File: config.mk
export PLATFORM = sky130hd
export DESIGN_NAME = mem_ctrl_flat
export DESIGN_NICKNAME = d
export VERILOG_FILES = /design/src/rtl/riscv_defs.sv /design/src/rtl/mem_ctrl_if.sv /design/src/rtl/mem_ctrl.sv /design/src/flat_wrapper.sv
export SDC_FILE = /design/constraint.sdc
export NUM_CORES = 1
export LEC_CHECK = 0
export BUFFER_PORTS_ARGS = -buffer_cell sky130_fd_sc_hd__buf_2
export CAP_MARGIN = 20
export CORE_ASPECT_RATIO = 0.7
export CORE_MARGIN = 2
export CORE_UTILIZATION = 51
export CTS_CLUSTER_SIZE = 20
export DETAILED_ROUTE_END_ITERATION = 10
export GPL_ROUTABILITY_DRIVEN = 0
export GPL_TIMING_DRIVEN = 0
export PLACE_DENSITY = 0.91
export SETUP_SLACK_MARGIN = 0.5
export SLEW_MARGIN = 0
export SYNTH_ARGS = -nofsm -noshare
export SYNTH_HDL_FRONTEND = slang
export SYNTH_SLANG_ARGS = --single-unit
File: constraint.sdc
create_clock -name clk -period 4.05 [get_ports clk]
set_input_delay 0.81 -clock clk [delete_from_list [all_inputs] [get_ports clk]]
set_output_delay 0.81 -clock clk [all_outputs]
set_load 0.005 [all_outputs]
File: src/rtl/riscv_defs.sv
// Shared definitions for the memory-side blocks of the core.
//   - lsb_len access-size encodings and a helper that turns one into the
//     index of the last byte of the access
//   - IO region decode tag (address bits 17:16)
//   - mem_ctrl sequencer state and transaction-owner enums
package riscv_defs;

  localparam logic [1:0] LEN_BYTE = 2'b00;
  localparam logic [1:0] LEN_HALF = 2'b01;
  localparam logic [1:0] LEN_WORD = 2'b11;

  // Stores whose address has this tag in bits 17:16 go to the IO output buffer.
  localparam logic [1:0] IO_ADDR_TAG = 2'b11;

  typedef enum logic [1:0] {
    IDLE,
    READ,
    WRITE,
    DONE
  } mem_state_e;

  typedef enum logic {
    OWNER_INST,
    OWNER_LSB
  } mem_owner_e;

  // Index of the last byte of an access (n-1). The unused encoding 2'b10
  // falls back to a full word.
  function automatic logic [1:0] len_to_last(input logic [1:0] len);
    case (len)
      LEN_BYTE: return 2'd0;
      LEN_HALF: return 2'd1;
      LEN_WORD: return 2'd3;
      default:  return 2'd3;
    endcase
  endfunction

endpackage

File: src/rtl/mem_ctrl_if.sv
// Core-side request/response bundle of mem_ctrl.
//   inst_*  : icache fetch handshake (req held until inst_rdy pulse)
//   flush   : abort any outstanding instruction fetch
//   lsb_*   : load/store buffer handshake (req held until lsb_rdy pulse)
// Modports: master = requesters (icache + LSB), slave = mem_ctrl.
interface mem_ctrl_if;

  logic        inst_req;
  logic [31:0] inst_addr;
  logic        inst_rdy;
  logic [31:0] inst_out;
  logic        flush;

  logic        lsb_req;
  logic        lsb_wr;
  logic [1:0]  lsb_len;
  logic [31:0] lsb_addr;
  logic [31:0] lsb_wdata;
  logic        lsb_rdy;
  logic [31:0] lsb_rdata;

  modport master (
    output inst_req, inst_addr, flush,
    output lsb_req, lsb_wr, lsb_len, lsb_addr, lsb_wdata,
    input  inst_rdy, inst_out, lsb_rdy, lsb_rdata
  );

  modport slave (
    input  inst_req, inst_addr, flush,
    input  lsb_req, lsb_wr, lsb_len, lsb_addr, lsb_wdata,
    output inst_rdy, inst_out, lsb_rdy, lsb_rdata
  );

endinterface

File: src/rtl/mem_ctrl.sv
// mem_ctrl: serves instruction fetches and LSB data accesses over one
// byte-wide RAM port. Each access is sequenced byte by byte and answered
// with one little-endian word and a one-cycle done pulse.
//
// Ports
//   clk, rst        : clock, asynchronous active-high reset
//   rdy             : global enable, low freezes all progress
//   core            : mem_ctrl_if.slave (icache + LSB handshakes, flush)
//   mem_din         : RAM read byte for the address driven last cycle
//   mem_dout        : RAM write byte
//   mem_a           : RAM byte address
//   mem_wr          : RAM write strobe
//   io_buffer_full  : IO output buffer full, stalls IO stores
module mem_ctrl
  import riscv_defs::*;
(
  input  logic        clk,
  input  logic        rst,
  input  logic        rdy,
  mem_ctrl_if.slave   core,
  input  logic [7:0]  mem_din,
  output logic [7:0]  mem_dout,
  output logic [31:0] mem_a,
  output logic        mem_wr,
  input  logic        io_buffer_full
);

  mem_state_e  state_q, state_d;
  mem_owner_e  owner_q;
  logic [31:0] addr_q;
  logic [31:0] wdata_q;
  logic [1:0]  last_q;   // index of the final byte (n-1)
  logic [2:0]  a_cnt_q;  // bytes whose address has been issued
  logic [2:0]  c_cnt_q;  // bytes captured from mem_din
  logic [31:0] data_q;   // assembled read word

  logic inst_take;
  logic fetch_flush;
  logic io_stall;
  logic pending;
  logic issue;
  logic last_capture;
  logic write_last;
  logic inst_done;
  logic lsb_done;

  assign inst_take    = core.inst_req && !core.flush;
  assign fetch_flush  = (owner_q == OWNER_INST) && core.flush;
  assign io_stall     = (addr_q[17:16] == IO_ADDR_TAG) && io_buffer_full;
  // An address went out last active cycle and its byte is on mem_din now.
  assign pending      = (a_cnt_q != c_cnt_q);
  assign issue        = (a_cnt_q <= {1'b0, last_q});
  assign last_capture = pending && (c_cnt_q == {1'b0, last_q});
  assign write_last   = (a_cnt_q == {1'b0, last_q});

  // NOTE: sequential state uses non-blocking assignments so every flop
  // samples pre-edge values regardless of process evaluation order.
  always_ff @(posedge clk or posedge rst) begin
    if (rst) begin
      state_q <= IDLE;
    end else begin
      state_q <= state_d;
    end
  end

  // NOTE: every output of this block gets a default before the case, so no
  // path leaves a signal unassigned and no latch is inferred.
  always_comb begin
    state_d   = state_q;
    mem_a     = '0;
    mem_dout  = '0;
    mem_wr    = 1'b0;
    inst_done = 1'b0;
    lsb_done  = 1'b0;

    case (state_q)
      IDLE: begin
        if (rdy) begin
          if (core.lsb_req) begin
            state_d = core.lsb_wr ? WRITE : READ;
          end else if (inst_take) begin
            state_d = READ;
          end
        end
      end

      READ: begin
        // While frozen, re-drive the address of the byte still owed so the
        // RAM keeps presenting it on mem_din until capture resumes.
        mem_a = addr_q + 32'(rdy ? a_cnt_q : c_cnt_q);
        if (rdy) begin
          if (fetch_flush) begin
            state_d = IDLE;
          end else if (last_capture) begin
            state_d = DONE;
          end
        end
      end

      WRITE: begin
        mem_a    = addr_q + 32'(a_cnt_q);
        mem_dout = wdata_q[{a_cnt_q[1:0], 3'b000} +: 8];
        mem_wr   = rdy && !io_stall;
        if (mem_wr && write_last) begin
          state_d = DONE;
        end
      end

      DONE: begin
        if (rdy) begin
          inst_done = (owner_q == OWNER_INST) && !core.flush;
          lsb_done  = (owner_q == OWNER_LSB);
          state_d   = IDLE;
        end
      end

      default: state_d = IDLE;
    endcase
  end

  // NOTE: the captured-word register is reset too, so inst_out/lsb_rdata
  // read as zero after rst rather than leaking a dropped partial transfer.
  always_ff @(posedge clk or posedge rst) begin
    if (rst) begin
      owner_q <= OWNER_INST;
      addr_q  <= '0;
      wdata_q <= '0;
      last_q  <= '0;
      a_cnt_q <= '0;
      c_cnt_q <= '0;
      data_q  <= '0;
    end else if (rdy) begin
      case (state_q)
        IDLE: begin
          if (core.lsb_req) begin
            owner_q <= OWNER_LSB;
            addr_q  <= core.lsb_addr;
            wdata_q <= core.lsb_wdata;
            last_q  <= len_to_last(core.lsb_len);
            a_cnt_q <= '0;
            c_cnt_q <= '0;
            data_q  <= '0;
          end else if (inst_take) begin
            owner_q <= OWNER_INST;
            addr_q  <= core.inst_addr;
            last_q  <= len_to_last(LEN_WORD);
            a_cnt_q <= '0;
            c_cnt_q <= '0;
            data_q  <= '0;
          end
        end

        READ: begin
          if (pending) begin
            data_q[{c_cnt_q[1:0], 3'b000} +: 8] <= mem_din;
            c_cnt_q <= c_cnt_q + 3'd1;
          end
          if (issue) begin
            a_cnt_q <= a_cnt_q + 3'd1;
          end
        end

        WRITE: begin
          if (!io_stall && !write_last) begin
            a_cnt_q <= a_cnt_q + 3'd1;
          end
        end

        default: ;
      endcase
    end
  end

  assign core.inst_rdy  = inst_done;
  assign core.lsb_rdy   = lsb_done;
  assign core.inst_out  = data_q;
  // Bytes above the access size were cleared at acceptance: zero-extended.
  assign core.lsb_rdata = data_q;

endmodule

File: src/flat_wrapper.sv
// flat-port wrapper written by rule: the top's interface ports become plain ports
module mem_ctrl_flat import riscv_defs::*;
  (clk, rst, rdy, mem_din, mem_dout, mem_a, mem_wr, io_buffer_full, core_inst_req, core_inst_addr, core_flush, core_lsb_req, core_lsb_wr, core_lsb_len, core_lsb_addr, core_lsb_wdata, core_inst_rdy, core_inst_out, core_lsb_rdy, core_lsb_rdata);
  mem_ctrl_if core_i ();
  input  logic clk;
  input  logic rst;
  input  logic rdy;
  input  logic [7:0] mem_din;
  output logic [7:0] mem_dout;
  output logic [31:0] mem_a;
  output logic mem_wr;
  input  logic io_buffer_full;
  input wire logic [$bits(core_i.inst_req)-1:0] core_inst_req;
  input wire logic [$bits(core_i.inst_addr)-1:0] core_inst_addr;
  input wire logic [$bits(core_i.flush)-1:0] core_flush;
  input wire logic [$bits(core_i.lsb_req)-1:0] core_lsb_req;
  input wire logic [$bits(core_i.lsb_wr)-1:0] core_lsb_wr;
  input wire logic [$bits(core_i.lsb_len)-1:0] core_lsb_len;
  input wire logic [$bits(core_i.lsb_addr)-1:0] core_lsb_addr;
  input wire logic [$bits(core_i.lsb_wdata)-1:0] core_lsb_wdata;
  output wire logic [$bits(core_i.inst_rdy)-1:0] core_inst_rdy;
  output wire logic [$bits(core_i.inst_out)-1:0] core_inst_out;
  output wire logic [$bits(core_i.lsb_rdy)-1:0] core_lsb_rdy;
  output wire logic [$bits(core_i.lsb_rdata)-1:0] core_lsb_rdata;
  assign core_i.inst_req = core_inst_req;
  assign core_i.inst_addr = core_inst_addr;
  assign core_i.flush = core_flush;
  assign core_i.lsb_req = core_lsb_req;
  assign core_i.lsb_wr = core_lsb_wr;
  assign core_i.lsb_len = core_lsb_len;
  assign core_i.lsb_addr = core_lsb_addr;
  assign core_i.lsb_wdata = core_lsb_wdata;
  assign core_inst_rdy = core_i.inst_rdy;
  assign core_inst_out = core_i.inst_out;
  assign core_lsb_rdy = core_i.lsb_rdy;
  assign core_lsb_rdata = core_i.lsb_rdata;
  mem_ctrl u_core (.clk(clk), .rst(rst), .rdy(rdy), .core(core_i), .mem_din(mem_din), .mem_dout(mem_dout), .mem_a(mem_a), .mem_wr(mem_wr), .io_buffer_full(io_buffer_full));
endmodule
==> Yosys cells after proc, flatten, opt, wreduce, memory -nomap -nowiden <==
Index checks and enable logic that the tools add are counted.
Widths: inputs -> output; s select.
{ "word_totals": {"regBits": 107, "in_bits": 114, "output_inout_bits": 107, "elab_cells": 93} }
{ "op_classes": {"addsub": 5, "order_cmp": 1, "eq_ne": 17, "shift": 3, "mux": 37, "bitwise_logic": 1, "n_reduce_logical": 21} }
{ "ops": {"columns": ["operator", "count"], "rows": [
  ["$mux 32", 5],
  ["$pmux 32 s2", 2],
  ["$add 32x3->32", 1],
  ["$add 32x32->32", 1],
  ["$bwmux 32", 1],
  ["$shift 8x7->32 const A", 1],
  ["$shiftx 32x6->8", 1],
  ["$shiftx 8x7->32", 1],
  ["$mux 2", 11],
  ["$mux 3", 6],
  ["$pmux 3 s3", 1],
  ["$logic_and 1x1->1", 8],
  ["$mux 8", 1],
  ["$ne 2x1->1 const B", 4],
  ["$pmux 2 s4", 1],
  ["$mux 1", 7],
  ["$neg 5->7", 1],
  ["$add 3x1->3 const B", 2],
  ["$eq 2x2->1 const B", 3],
  ["$eq 3x2->1", 2],
  ["$ne 2x2->1 const B", 3],
  ["$pmux 3 s2", 1],
  ["$reduce_and 3->1", 2],
  ["$reduce_and 6->1", 1],
  ["other kinds (13)", 18]
]} }

==> Depth between registers and ports, before layout <==
Gate-level depths: netlist (run 1).
{ "logic_depth": {"depth_word": 7, "depth_mapped": 14, "ltp_nobuf": 13} }

==> Worst setup path after synthesis (run 1) <==
Ideal clock, no wire load.
{ "synth_timing": {"path_kind": "input -> output", "from": "input rdy", "to": "output mem_a[28]", "arrival_ns": 2.984, "required_ns": 3.240, "setup_slack_ns": 0.256, "cell_stages": 12, "n_path_buf": 2, "path_cell_list": "clkbuf_1 nor2_1 nand2_1 o21ai_0 ha_1 inv_1 fa_1 and2b_2 nor2_1 buf_4 or4_1 a21oi_1"} }
{ "synth_via": {"elab_chain_cells": 3} }
{ "synth_rtl": {"columns": ["element", "line_no", "text"], "rows": [
  ["start: declaration", "flat_wrapper.sv:7", "input logic rdy;"],
  ["$mux 3", "mem_ctrl.sv:90", "mem_a = addr_q + 32'(rdy ? a_cnt_q : c_cnt_q);"],
  ["$add 32x32->32", "mem_ctrl.sv:90", null],
  ["$pmux 32 s2", "mem_ctrl.sv:76", "case (state_q)"],
  ["end: declaration", "flat_wrapper.sv:10", "output logic [31:0] mem_a;"]
]} }
Every way passes these cells.

==> Worst setup path in the final report (run 1) <==
{ "layout_timing": {"from": "input rdy", "to": "output mem_a[14]"} }
Same word-level chain as after synthesis.

==> results of run 1 <==
-- kinds of logic after synthesis --
family / Yosys count
AO/OA/AOI/OAI: 119
XOR/XNOR: 22
adder cells (fa/ha/maj): 16
buffers and inverters: 81
flip-flops: 107
multiplexers: 76
AND/OR/NAND/NOR: 185
-- cells in the final DEF (no fill, tap or decap), types with 10 or more instances in the layout --
| cell | instances |
|---|---|
| nor2_1 | 25 |
| buf_4 | 47 |
| o21ai_0 | 51 |
| nand3_1 | 20 |
| clkbuf_1 | 17 |
| buf_2 | 222 |
| ha_1 | 11 |
| buf_6 | 11 |
| and2_1 | 10 |
| clkbuf_16 | 10 |
| mux2i_1 | 34 |
| xor2_1 | 15 |
| a21oi_2 | 10 |
| nand2_1 | 63 |
| a22o_1 | 24 |
| mux2_2 | 33 |
| dfrtp_1 | 106 |
| inv_1 | 17 |
-- flip-flops by register name, indices dropped and copies added, names as in the netlist --
signal / flops
u_core.last_q: 2
u_core.wdata_q: 32
u_core.core.inst_out: 32
u_core.addr_q: 32
u_core.a_cnt_q: 3
u_core.c_cnt_q: 3
u_core.owner_q: 1
u_core.state_q: 2
-- path summary, 6_finish.rpt --
| check | start | to | slack [ns] | depth (start not counted) |
|---|---|---|---|---|
| hold / removal | u_core.wdata_q[18]$_DFFE_PP0P_ | u_core.wdata_q[18]$_DFFE_PP0P_ | 0.51 | 1 |
| max in group asynchronous | rst | u_core.wdata_q[22]$_DFFE_PP0P_ | 2.77 | 3 |
| setup / recovery | rdy | mem_a[14] | 0.11 | 15 |
| min in group asynchronous | rst | u_core.core.inst_out[11]$_DFFE_PP0P_ | 0.62 | 2 |
| setup reg to reg | u_core.state_q[1]$_DFFE_PP0P_ | u_core.core.inst_out[1]$_DFFE_PP0P_ | 1.31 | 8 |
| hold reg to reg | u_core.wdata_q[18]$_DFFE_PP0P_ | u_core.wdata_q[18]$_DFFE_PP0P_ | 0.51 | 1 |
-- critical path, cell delays in order --
cell and delay, ns:
buf_8 0.10, clkbuf_16 0.14, nor2_4 0.14, nand2_2 0.07
o21ai_2 0.07, ha_2 0.21, inv_2 0.04, fa_2 0.32
and2b_2 0.27, nor2_4 0.07, buf_6 0.13, buf_6 0.13
or3_4 0.33, a21oi_2 0.15, buf_2 0.15
-- metal layers --
layer	global-route usage (%)	vias up
met5	0	-
met3	5.21	38
met2	42.9	249
met4	6.94	0
met1	37.7	2804
li1	-	2644
-- final cells by class --
class                      count  area (um2)  share of cell area, %
multi-input combinational    418        3320                   39.8
sequential                   107        2680                   32.1
timing repair buffer         245        1360                   16.3
buffer                        61         410                   4.91
clock buffer                  10         239                   2.86
tap                          157         196                   2.35
inverter                      20        78.8                  0.943
clock inverter                 5        67.6                  0.809
-- timing repair --
action                                 in CTS  in global routing
resized for setup                          30                 34
setup endpoints to repair                  29                 30
cloned                                      0                  1
endpoints found under the hold margin       0                  0
buffers inserted                           13                  9
pin swaps                                  13                 22
-- stage by stage --
step	setup TNS (ns)	power [mW]	cell area (um2)	util (%)
6_report	0	5.39	8360	71.0
5_1_grt	0	5.73	8360	71.0
4_1_cts	0	5.19	8140	69.1
3_5_place_dp	-0.00172	4.12	7590	64.5
3_3_place_gp	0	4.00	7550	64.1
2_1_floorplan	0	3.30	6250	-
-- power groups by stage --
stage	Combinational (mW)	Sequential, mW	Clock [mW]
global route	2.86	1.91	0.967
detailed placement	2.27	1.85	0
finish	2.62	1.86	0.912
CTS	2.42	1.84	0.925
global placement	2.18	1.83	0
floorplan	1.55	1.75	0
==> results by group, run 1 <==
Run status
  • Status: finished clean

STA
  • Period minus WS final: 3.94 ns
  • Tightest Pin Transition: 0.827 ns
  • Worst Slack Setup Final: approximately 0.11 ns
  • Setup Viol. Count Final: 0
  • Crit share post-route: 97.2%
  • Fin Hold WS: 0.510 ns
  • Max frequency: approximately 250 MHz
  • Max-slew headroom: 44.7%
  • Fin. Hold Viols: 0
  • RSZ-0062 raised after global routing: yes
  • Slew Limit Fails: 0
  • Clock Skew: between 0.008 and 0.009 ns

Critical path
  • CP Data Arrival Time: 3.13 ns
  • WP data required: 3.24 ns
  • Max Fanout on Critical Path: 4
  • Crit Path Category: in -> out
  • Worst setup SP type: primary input
  • Endpoint class of the critical path: output pin

Logic synthesis
  • Synth top area share: 43.3%
  • Async SR Flop Fraction: 100%
  • Synth area leader: dfrtp_1
  • Number of enable flip-flop cells after synthesis: 0
  • Area contributors post-synth: dfrtp_1, mux2_2, mux2i_1
  • Main synth FF type: dfrtp_1
  • Fraction of synthesized area in multiplexers: around 15%
  • Largest family of logic cells by synthesized area: simple AND/OR/NAND/NOR gates
  • Simple-gate share of the synthesized area: 15.9%
  • Post-synthesis sequential area ratio: 43.3%
  • Warnings, synthesis: 0
  • Most common cell in the netlist: dfrtp_1
  • Post-synthesis cell type count: 55
  • Mapped cell area: about 6200 um2
  • Syn Area/Cell: 10.2 um2
  • Complex-gate fraction of the synthesized area: 12.3%
  • Syn nets: 736
  • Most common library cells after synthesis: dfrtp_1, nand2_1, o21ai_0
  • Synth Area in Adders: 3.36%
  • Syn Inst Count: around 610
  • Xor and xnor area share after synthesis: 3.12%
  • Synthesized flop and latch total: 107

Placement
  • IO Port Bufs: 220
  • Placed insts: 985
  • Hpwl dp: 13.0 mm
  • Dpl ws: -0.00172 ns

Clock network
  • Root buffer cell: clkbuf_16
  • Clock sink count: 107
  • CTS Buffer Depth: 2
  • Hold_buf cts: 0
  • Cts bufs inserted: 9
  • CTS tree: done
  • Clock slew at reported path FFs: 0.07 ns
  • Skew-Pair Late Insertion Delay: 0.34 ns
  • H-tree depth: 3

Power
  • Internal cell power: ~3.2 mW
  • Switching Share: roughly two fifths
  • Clk pwr share: ~17%
  • Switching pwr: 2.18 mW
  • Peak supply drop: ~0.33 mV
  • Logic pwr share: 48.6%
  • Seq pwr share: about a third
  • Pwr per Cell Area: around 650 nW/um2
  • P_leak: 4.21 nW

Floorplan
  • Die W: 136 um
  • Core area: 11,800 um2
  • Die Span Y: between 90 and 100 um
  • Num rows: 33
  • Die area: 13,000 um2
  • I/O pins: 221
  • Initial Util: 52.5%

Route
  • Initial DRT Pass Iterations: 5
  • Antenna Nets Post-Route: 0
  • WL met1: 8.07 mm
  • Metal2 WL: 8.37 mm
  • DRT iter0 DRCs: 370
  • Avg WL per Cell: 17.6 um
  • DR vias: 5,735
  • Vias per cell: 5.61
  • Highest routed layer: met4
  • Routed WL: 18.0 mm
  • Residual DRC: 0
  • WL met3: 1.19 mm

Global route
  • Grt total ovfl: 0
  • Vias in the first global route: 5,421
  • Overall Global Routing Usage: 26.8%
  • First-pass GRT wire length: 27.2 mm
  • Initial antenna violation count: 0
  • Largest net degree at the start of global routing: between 40 and 50

Min path
  • HP Class: reg -> reg

Flow run
  • Max Cap Violations: 0

Final layout
  • Ant. Diodes: 0
  • Net count, final: 992
  • Ratio of cells with drive above 1 in the final layout: 46.3%
  • Fill cells: 849
  • Synthesis-to-finish area growth: 35.1%
  • Filler-free cell count of the finished design: between 1,000 and 1,500
Note: power is estimated with default switching activity, not from simulation.
==> run 2, diff against run 1 <==
--- a/config.mk
+++ b/config.mk
@@ -15,7 +15,7 @@
 export GPL_ROUTABILITY_DRIVEN = 0
 export GPL_TIMING_DRIVEN = 0
 export PLACE_DENSITY = 0.91
-export SETUP_SLACK_MARGIN = 0.5
+export SETUP_SLACK_MARGIN = 0.2
 export SLEW_MARGIN = 0
 export SYNTH_ARGS = -nofsm -noshare
 export SYNTH_HDL_FRONTEND = slang
==> results by group, run 2 (same netlist as run 1, synthesis figures left out) <==
Final layout
  • Commonest cells after routing, fill and taps aside: buf_2, dfrtp_1, nand2_1, o21ai_0, buf_4 (unchanged)
  • Commonest non-fill, non-tap cell in the layout: buf_2 (unchanged)
  • Ratio of cells with drive above 1 in the final layout: 43.5% (was 46.3%)
  • Synthesis-to-finish area growth: 30.9% (was 35.1%)
  • Ant. Diodes: 0 (unchanged)
  • Net count, final: 983 (was 992)
  • Design area: 8090 um2 (was 8360 um2)
  • Filler-free cell count of the finished design: 1,015 (was 1,023)

STA
  • Fin. Hold Viols: 0 (unchanged)
  • Max frequency: 253 MHz (was 254 MHz)
  • Period minus WS final: 3.95 ns (was 3.94 ns)
  • Tightest Pin Transition: 0.829 ns (was 0.827 ns)
  • Slew Limit Fails: 0 (unchanged)
  • Setup Viol. Count Final: 0 (unchanged)
  • Max-slew headroom: 44.3% (was 44.7%)
  • Clock Skew: 0.00821 ns (was 0.00817 ns)
  • RSZ-0062 raised after global routing: yes (unchanged)
  • Worst Slack Setup Final: 0.104 ns (was 0.113 ns)
  • Crit share post-route: 97.4% (was 97.2%)
  • Setup TNS: 0 ns (unchanged)

Critical path
  • Worst setup SP type: primary input (unchanged)
  • WP data required: 3.24 ns (about the same)
  • CP Data Arrival Time: 3.14 ns (was 3.13 ns)
  • Crit Path Category: in -> out (unchanged)
  • Endpoint class of the critical path: output pin (unchanged)
  • Max Fanout on Critical Path: 5 (was 4)

Route
  • Vias per cell: 5.54 (was 5.61)
  • DRT iter0 DRCs: 303 (was 370)
  • Routed WL: 17.2 mm (was 18.0 mm)
  • Avg WL per Cell: 17.0 um (was 17.6 um)
  • DR vias: 5,621 (was 5,735)
  • Initial DRT Pass Iterations: 8 (was 5)
  • Residual DRC: 0 (unchanged)
  • Antenna Nets Post-Route: 0 (unchanged)

Global route
  • Grt total ovfl: 0 (unchanged)
  • Vias in the first global route: 5,365 (was 5,421)
  • Largest net degree at the start of global routing: 68 (was 44)
  • Overall Global Routing Usage: 26.4% (was 26.8%)
  • First-pass GRT wire length: 27.0 mm (was 27.2 mm)
  • Initial antenna violation count: 0 (unchanged)

Floorplan
  • Initial Util: 52.5% (unchanged)
  • Die area: 13,000 um2 (unchanged)
  • I/O pins: 221 (unchanged)
  • Core area: 11,800 um2 (unchanged)
  • Die Span Y: 96.1 um (unchanged)
  • Die W: 136 um (unchanged)
  • Num rows: 33 (unchanged)

Power
  • Peak supply drop: 0.337 mV (was 0.332 mV)
  • Pwr Total: 5.20 mW (was 5.39 mW)
  • P_leak: 4.12 nW (was 4.21 nW)
  • Pwr per Cell Area: 643 nW/um2 (was 646 nW/um2)

Run status
  • Status: finished clean (unchanged)

Clock network
  • Clock slew at reported path FFs: 0.07 ns (about the same)
  • H-tree depth: 3 (unchanged)
  • Skew-Pair Late Insertion Delay: 0.34 ns (about the same)
  • Root buffer cell: clkbuf_16 (unchanged)
  • CTS Buffer Depth: 2 (unchanged)
  • Clock sink count: 107 (unchanged)
  • Cts bufs inserted: 9 (unchanged)
  • CTS tree: done (unchanged)

Placement
  • Placed cell area: 7510 um2 (was 7590 um2)
  • Placed insts: 984 (was 985)
  • Hpwl dp: 12.8 mm (was 13.0 mm)
  • IO Port Bufs: 220 (unchanged)
  • Dpl ws: -0.299 ns (was -0.00172 ns)

Min path
  • HP Class: reg -> reg (unchanged)

Flow run
  • Max Cap Violations: 0 (unchanged)
==> run 2: path summary, 6_finish.rpt <==
path	start	end	slack, ns	cells past startpoint
hold / removal	u_core.addr_q[0]$_DFFE_PP0P_	u_core.addr_q[0]$_DFFE_PP0P_	0.50	2
setup / recovery	rdy	mem_a[30]	0.10	14
hold reg to reg	u_core.addr_q[0]$_DFFE_PP0P_	u_core.addr_q[0]$_DFFE_PP0P_	0.50	2
setup reg to reg	u_core.state_q[1]$_DFFE_PP0P_	u_core.core.inst_out[8]$_DFFE_PP0P_	1.40	8
max in group asynchronous	rst	u_core.addr_q[18]$_DFFE_PP0P_	2.83	3
min in group asynchronous	rst	u_core.wdata_q[17]$_DFFE_PP0P_	0.51	2
==> run 2: area by class of cell <==
class                      instances  area, um2
fill                             924       3670
tap                              157        196
multi-input combinational        418       3170
inverter                          20       77.6
clock inverter                     3       68.8
sequential                       107       2680
clock buffer                      13        250
timing repair buffer             236       1250
buffer                            61        402
==> run 2: layer usage <==
metal  global-route usage [%]  share of wire (%)
met4                     5.03               0.95
met1                     37.4                 46
met3                     5.27                6.6
met5                        0                  0
met2                     42.9                 46
==> run 2: critical path: stages <==
cell and delay, ns:
buf_8 0.10, buf_8 0.11, nor2_4 0.14, nand2_1 0.07
o21ai_1 0.09, ha_2 0.22, inv_2 0.04, fa_2 0.33
and2b_2 0.26, nor2_4 0.05, buf_6 0.12, or4_4 0.50
a21oi_2 0.14, buf_2 0.14
==> run 2: power by group <==
group,internal (mW),switching (mW),leakage [nW]
Clock,0.562,0.384,0.154
Combinational,1.14,1.26,2.60
Sequential,1.47,0.380,1.36
Total,3.17,2.03,4.12
==> run 2: stage by stage <==
step	hold slack, ns	utilization [%]
after floorplan	0.456	-
after global placement	0.481	63.6
after detailed placement	0.485	63.8
after CTS	0.501	68.0
after global routing	0.521	68.8
final	0.497	68.8
==> run 2: timing repair <==
| action | 4_1_cts | 5_1_grt |
|---|---|---|
| buffers inserted | 11 | 3 |
| pin swaps | 6 | 3 |
| endpoints found under the setup margin | 28 | 17 |
| resized for setup | 25 | 14 |
| gates cloned | 0 | 1 |
| hold buffers | 0 | 0 |
